<file path="config.mk">
export PLATFORM = sky130hd
export DESIGN_NAME = row_request_encoder
export DESIGN_NICKNAME = d
export VERILOG_FILES = /design/src/rtl/row_enc_pkg.sv /design/src/rtl/rr_arbiter8.sv /design/src/rtl/row_request_encoder.sv
export SDC_FILE = /design/constraint.sdc
export NUM_CORES = 1
export LEC_CHECK = 0
export BUFFER_PORTS_ARGS = -buffer_cell sky130_fd_sc_hd__buf_2
export CAP_MARGIN = 20
export CORE_ASPECT_RATIO = 0.7
export CORE_MARGIN = 2
export CORE_UTILIZATION = 55
export CTS_BUF_LIST = sky130_fd_sc_hd__clkbuf_8
export DETAILED_ROUTE_END_ITERATION = 8
export PLACE_DENSITY = 0.88
export SKIP_LAST_GASP = 1
export SLEW_MARGIN = 25
export SYNTH_ARGS = -nofsm -noshare
export SYNTH_HDL_FRONTEND = slang
export SYNTH_SLANG_ARGS = --single-unit
</file>
<file path="constraint.sdc">
create_clock -name clk -period 3.6 [get_ports clk]
set_input_delay 0.72 -clock clk [delete_from_list [all_inputs] [get_ports clk]]
set_output_delay 0.72 -clock clk [all_outputs]
set_load 0.005 [all_outputs]
</file>
<file path="src/rtl/row_enc_pkg.sv">
// ----------------------------------------------------------------------------
// row_enc_pkg
//   Shared definitions for the row request encoder.
//   Contents:
//     ADR_W, N_ROWS    address width and row count of the 3-to-8 decoder
//     row_enc_state_t  window FSM states (IDLE, ARB, SEL, GAP)
//     rr_pick()        round-robin pick; returns {found, idx}
// ----------------------------------------------------------------------------
package row_enc_pkg;

    localparam int ADR_W  = 3;
    localparam int N_ROWS = 8;

    typedef enum logic [1:0] {
        IDLE,
        ARB,
        SEL,
        GAP
    } row_enc_state_t;

    // The search starts at ptr+1 and wraps modulo 8. The loop walks from the
    // lowest-priority offset (ptr itself) up to the highest (ptr+1), so the
    // last hit written is the winner. The 3-bit add provides the wrap.
    function automatic logic [ADR_W:0] rr_pick(input logic [N_ROWS-1:0] req,
                                               input logic [ADR_W-1:0]  ptr);
        logic [ADR_W:0]   res;
        logic [ADR_W-1:0] idx;
        res = '0;
        for (int k = N_ROWS; k >= 1; k--) begin
            idx = ptr + ADR_W'(k);
            if (req[idx]) begin
                res = {1'b1, idx};
            end
        end
        return res;
    endfunction

endpackage

</file>
<file path="src/rtl/rr_arbiter8.sv">
// ----------------------------------------------------------------------------
// rr_arbiter8
//   Combinational 8-way round-robin arbiter.
//   Ports:
//     req_x   in   8  request per row
//     rr_ptr  in   3  last granted row; search starts one above it
//     winner  out  3  index of the chosen row (valid when found=1)
//     found   out  1  at least one request was set
// ----------------------------------------------------------------------------
module rr_arbiter8
    import row_enc_pkg::*;
(
    input  logic [N_ROWS-1:0] req_x,
    input  logic [ADR_W-1:0]  rr_ptr,
    output logic [ADR_W-1:0]  winner,
    output logic              found
);

    logic [ADR_W:0] pick;

    assign pick   = rr_pick(req_x, rr_ptr);
    assign found  = pick[ADR_W];
    assign winner = pick[ADR_W-1:0];

endmodule

</file>
<file path="src/rtl/row_request_encoder.sv">
// ----------------------------------------------------------------------------
// row_request_encoder
//   Picks one of eight row requests round-robin and drives the 3-to-8 row
//   decoder (adr2..0 + select) for one access window. The window ends on
//   access_done from the bitcell array or on a timeout.
//   Parameters:
//     GAP_CYC      idle cycles spent in GAP after a window (0..7)
//     TIMEOUT_CYC  max cycles select is held without access_done (1..255)
//   Ports:
//     clk           in   1  clock, rising edge
//     rst_n         in   1  asynchronous active-low reset
//     req_x         in   8  level request per row
//     access_done   in   1  access of the selected row complete (pulse)
//     adr0/1/2      out  1  registered row address to the decoder
//     select        out  1  registered decoder enable, high only in SEL
//     grant_x       out  8  one-hot grant pulse on completion
//     timeout_err   out  1  sticky, set when a window times out
//   Optional feature, macro ROW_ENC_LOOPBACK_CHECK_EN:
//     sel_x_fb      in   8  decoder output fed back
//     loopback_err  out  1  sticky, set when sel_x_fb disagrees with the
//                           selected row (SEL from its 2nd cycle) or is
//                           non-zero in IDLE/GAP
// ----------------------------------------------------------------------------
module row_request_encoder
    import row_enc_pkg::*;
#(
    parameter int GAP_CYC     = 1,
    parameter int TIMEOUT_CYC = 15
) (
    input  logic              clk,
    input  logic              rst_n,
    input  logic [N_ROWS-1:0] req_x,
    input  logic              access_done,
    output logic              adr0,
    output logic              adr1,
    output logic              adr2,
    output logic              select,
    output logic [N_ROWS-1:0] grant_x,
    output logic              timeout_err
`ifdef ROW_ENC_LOOPBACK_CHECK_EN
    ,
    input  logic [N_ROWS-1:0] sel_x_fb,
    output logic              loopback_err
`endif
);

    // With GAP_CYC=0 a finished window returns straight to IDLE.
    localparam row_enc_state_t POST_SEL = (GAP_CYC == 0) ? IDLE : GAP;

    row_enc_state_t    state;
    logic [ADR_W-1:0]  rr_ptr;
    logic [ADR_W-1:0]  adr;
    logic [7:0]        wait_cnt;
    logic [2:0]        gap_cnt;
    logic [ADR_W-1:0]  arb_winner;
    logic              arb_found;
    logic [N_ROWS-1:0] adr_onehot;

    rr_arbiter8 u_arb (
        .req_x  (req_x),
        .rr_ptr (rr_ptr),
        .winner (arb_winner),
        .found  (arb_found)
    );

    // adr holds the latched winner from ARB until the next ARB.
    assign adr0       = adr[0];
    assign adr1       = adr[1];
    assign adr2       = adr[2];
    assign adr_onehot = {{(N_ROWS-1){1'b0}}, 1'b1} << adr;

    always_ff @(posedge clk or negedge rst_n) begin
        if (!rst_n) begin
            state       <= IDLE;
            rr_ptr      <= 3'd7;
            adr         <= '0;
            select      <= 1'b0;
            grant_x     <= '0;
            timeout_err <= 1'b0;
            wait_cnt    <= '0;
            gap_cnt     <= '0;
        end else begin
            grant_x <= '0;
            case (state)
                IDLE: begin
                    if (req_x != '0) begin
                        state <= ARB;
                    end
                end
                // The request may have been withdrawn since IDLE saw it.
                ARB: begin
                    if (arb_found) begin
                        adr      <= arb_winner;
                        select   <= 1'b1;
                        wait_cnt <= '0;
                        state    <= SEL;
                    end else begin
                        state <= IDLE;
                    end
                end
                // Done has priority over a timeout landing on the same edge.
                // Either way the pointer advances so a dead row cannot
                // starve the others.
                SEL: begin
                    if (access_done) begin
                        grant_x <= adr_onehot;
                        rr_ptr  <= adr;
                        select  <= 1'b0;
                        gap_cnt <= '0;
                        state   <= POST_SEL;
                    end else if (wait_cnt == 8'(TIMEOUT_CYC - 1)) begin
                        timeout_err <= 1'b1;
                        rr_ptr      <= adr;
                        select      <= 1'b0;
                        gap_cnt     <= '0;
                        state       <= POST_SEL;
                    end else begin
                        wait_cnt <= wait_cnt + 8'd1;
                    end
                end
                GAP: begin
                    if (gap_cnt == 3'(GAP_CYC - 1)) begin
                        state <= IDLE;
                    end else begin
                        gap_cnt <= gap_cnt + 3'd1;
                    end
                end
                default: state <= IDLE;
            endcase
        end
    end

`ifdef ROW_ENC_LOOPBACK_CHECK_EN
    // The first SEL cycle is skipped because the decoder output is still
    // settling from select rising; ARB is unchecked for the same reason.
    always_ff @(posedge clk or negedge rst_n) begin
        if (!rst_n) begin
            loopback_err <= 1'b0;
        end else begin
            case (state)
                SEL: begin
                    if (wait_cnt != '0 && sel_x_fb != adr_onehot) begin
                        loopback_err <= 1'b1;
                    end
                end
                IDLE, GAP: begin
                    if (sel_x_fb != '0) begin
                        loopback_err <= 1'b1;
                    end
                end
                default: ;
            endcase
        end
    end
`endif

endmodule

</file>
==> impl_metrics.yaml <==
timing:
  min_period_ps: 3250
  setup_violations: 0
  fin_worst_skew_ps: 5.38
  timing.fmax_mhz: 307
  slew_violations: 0
  layout_setup_ws_ps: 346
  slew_headroom_pct: 40.6
  rsz0062_at_grt: "no"
  fin_crit_sh_pct: 90.4
  worst_slew_pin_slew_ps: 887
  tns_ps: 0
  finalHoldViolCount: 0
clock_network:
  ctsHoldBuffers: 0
  clock_path_buffers: 2
  cts_sinks: 29
  root_buffer: "clkbuf_8"
  cts_buffers: 5
  htreeDepth: 2
  cts_tree: "done"
  path_clk_slew_ps: 60
  cts.repair.resized: 0
  cts_setup_buffers: 0
  clk_latency_ps: 280
yosys:
  synth_nets: 238
  yosysWarningCount: 0
  ys_seq_area_share_pct: 33.3
  synth_edf_count: 0
  synth.distinct_cells: 52
  syn-cell-area_sq_um: 2190
  synthFlopType: "dfrtp_1"
  synthCells: 221
  async_reset_ff_share_pct: 100
  syn_area_per_cell_sq_um: 9.92
  synth_seq_cells: 29
global_route:
  antenna_found_initial: 0
  grt_pass1_wl_microns: 8450
  overflow: 0
  grtUsageTotal_pct: 24.8
  grt_pass1_vias: 1715
  grt_max_degree: 30
finish:
  multi_input_area_sq_um: 1370
  n_fill_cell: 310
  antenna_cells: 0
  area_delta_synth_final_pct: 12.6
  drive_gt1_share_pct: 24.3
  nNetsFinal: 263
  regArea_sq_um: 729
drt:
  wl_per_cell_microns: 17.2
  first_pass_iters: 4
  drtIter0Drc: 142
  routed_wirelength_microns: 5140
  antenna_left: 0
  vias: 1874
  via_per_inst: 6.27
  drc: 0
run_status:
  status: "finished clean"
floorplanning:
  die_x_microns: 79.5
  ioPinCount: 24
  rows: 19
  start_util_pct: 56.6
  die_area_sq_um: 4510
  core_sq_um: 3870
  die_h_microns: 56.8
setup_path:
  startpoint_type: "flop"
  r2r_slack_ps: 350
  r2r-end: "wait_cnt[0]"
  end_kind: "flop"
  worstPathArrival_ps: 3450
  required_ps: 3800
  rr_worst_depth: 8
  crit_path_max_fanout: 16
  path_class: "flop to flop"
  reg2reg_from: "rr_ptr[0]"
pwr:
  powerDensity_nw_per_um2: 906
  max-vdd-ir-drop_uv: 601
  power.leakage_uw: 0.00110
place:
  gp_congestion: 1.03
  dp_hpwl_microns: 3870
  port_buffers: 23
  dpl_worst_slack_ps: 430
worst_hold_path:
  min_path_type: "input port to asynchronous set/reset pin"
job:
  maxCapViolCount: 0
## area by class of cell
class	count	share of cell area, %
clock buffers	6	3.35
clock inverters	2	1.37
inverters	11	1.67
multi-input cells	172	55.5
flip-flops and latches	29	29.6
well taps	52	2.64
repair buffers	27	5.88
## worst max path at each step
stage | cells past startpoint | to | slack [ps] | from
after detailed placement | 8 | wait_cnt[2] | 430 | rr_ptr[0]
after floorplan | 11 | wait_cnt[0] | 90 | rr_ptr[1]
after CTS | 8 | wait_cnt[0] | 390 | rr_ptr[0]
after global placement | 8 | wait_cnt[0] | 520 | rr_ptr[0]
final | 8 | wait_cnt[0] | 350 | rr_ptr[0]
after global routing | 8 | wait_cnt[0] | 210 | rr_ptr[0]
## power by group
group	leakage, uW	switching (uW)	total (uW)	internal (uW)
sequential	0.000377	123	531	407
combinational	0.000665	725	1360	635
clock	0.0000626	121	344	222
## critical path, stage by stage, from the launching register on
cell	delay [ps]
dfstp_2	670
inv_2	140
ha_1	470
mux4_1	430
or4_1	540
a211oi_2	270
nor3_2	180
or3_1	380
o21ai_1	80
## metrics by stage
| step | instances | cell area [sq um] | total power, uW | utilization (%) | hold slack (ps) |
|---|---|---|---|---|---|
| after detailed placement | 291 | 2350 | 1860 | 60.7 | 479 |
| after CTS | 299 | 2470 | 2210 | 63.7 | 473 |
| after global placement | 291 | 2350 | 1820 | 60.7 | 437 |
| after floorplan | 221 | 2190 | 1560 | - | 424 |
| after global routing | 299 | 2470 | 2380 | 63.7 | 494 |
| final | 299 | 2470 | 2240 | 63.7 | 454 |
## metal layers
metal	wire length (microns)	part of all wire, %	vias to the layer above	track usage [%]
met3	568	11	7	8.84
li1	-	-	873	-
met5	0	0	-	0
met2	2200	43	99	34.6
met1	2330	45	895	36.4
met4	43	0.84	0	6.40
## synthesized netlist by cell type (2+ instances only)
cell type / number / area (sq um)
nor3_1: 4 / 20.0
nor2_1: 19 / 71.3
a21o_1: 4 / 30.0
a21oi_1: 4 / 20.0
buf_6: 2 / 22.5
mux4_1: 2 / 52.6
nand3b_1: 2 / 15.0
dfstp_2: 3 / 78.8
mux2i_1: 13 / 130
mux4_2: 10 / 225
ha_1: 6 / 75.1
and2_1: 3 / 18.8
mux2_2: 8 / 90.1
dfrtp_1: 26 / 651
nand4_1: 4 / 25.0
buf_2: 2 / 10.0
o211ai_1: 2 / 15.0
a31oi_1: 4 / 25.0
o22ai_1: 2 / 12.5
nor3b_1: 2 / 15.0
a22o_1: 3 / 26.3
o21ai_1: 2 / 10.0
o21ai_0: 14 / 70.1
o21a_1: 2 / 15.0
and3_1: 4 / 25.0
nor2b_1: 5 / 31.3
nand3_1: 4 / 20.0
nand2b_1: 8 / 50.1
inv_1: 9 / 33.8
a211oi_1: 3 / 22.5
xor2_1: 6 / 52.6
clkbuf_1: 5 / 18.8
xnor2_1: 2 / 17.5
nand2_1: 13 / 48.8
or3_1: 2 / 12.5
## cells by family (layout without fill, tap and decap cells)
family	after synthesis	after routing	synth area share (%)
DFF	29	29	33.3
xor gates and xnor gates	8	8	3.20
and+or+nand+nor	75	75	17.9
muxes	33	33	22.7
AOI/OAI and AO/OA	50	50	15.3
buffers and inverters	20	46	4.22
adders and majority gates	6	6	3.42
## state kept, by name, summed over array words and instances (netlist names), named ones only
| signal | count |
|---|---|
| select | 1 |
| adr | 3 |
| gap_cnt | 3 |
| state | 1 |
| rr_ptr | 3 |
| grant_x | 8 |
| timeout_err | 1 |
| wait_cnt | 8 |
## cells in the final DEF, fill, tap and decap left out, types with 2 or more instances in the layout
cell type	count
dfrtp_1	26
buf_2	23
nor2_1	19
o21ai_0	14
nand2_1	13
mux2i_1	13
inv_1	10
mux4_2	10
nand2b_1	8
mux2_2	8
xor2_1	6
ha_1	6
clkbuf_8	6
nor2b_1	5
nand3_1	4
nor3_1	4
nand4_1	4
a21o_1	4
and3_1	4
a31oi_1	4
a21oi_1	4
buf_4	4
a211oi_1	3
and2_1	3
a22o_1	3
dfstp_2	3
nand3b_1	2
nor3b_1	2
or3_1	2
mux4_1	2
o21ai_1	2
o21a_1	2
o22ai_1	2
o211ai_1	2
xnor2_1	2
Power figures use the tool's default switching activity.
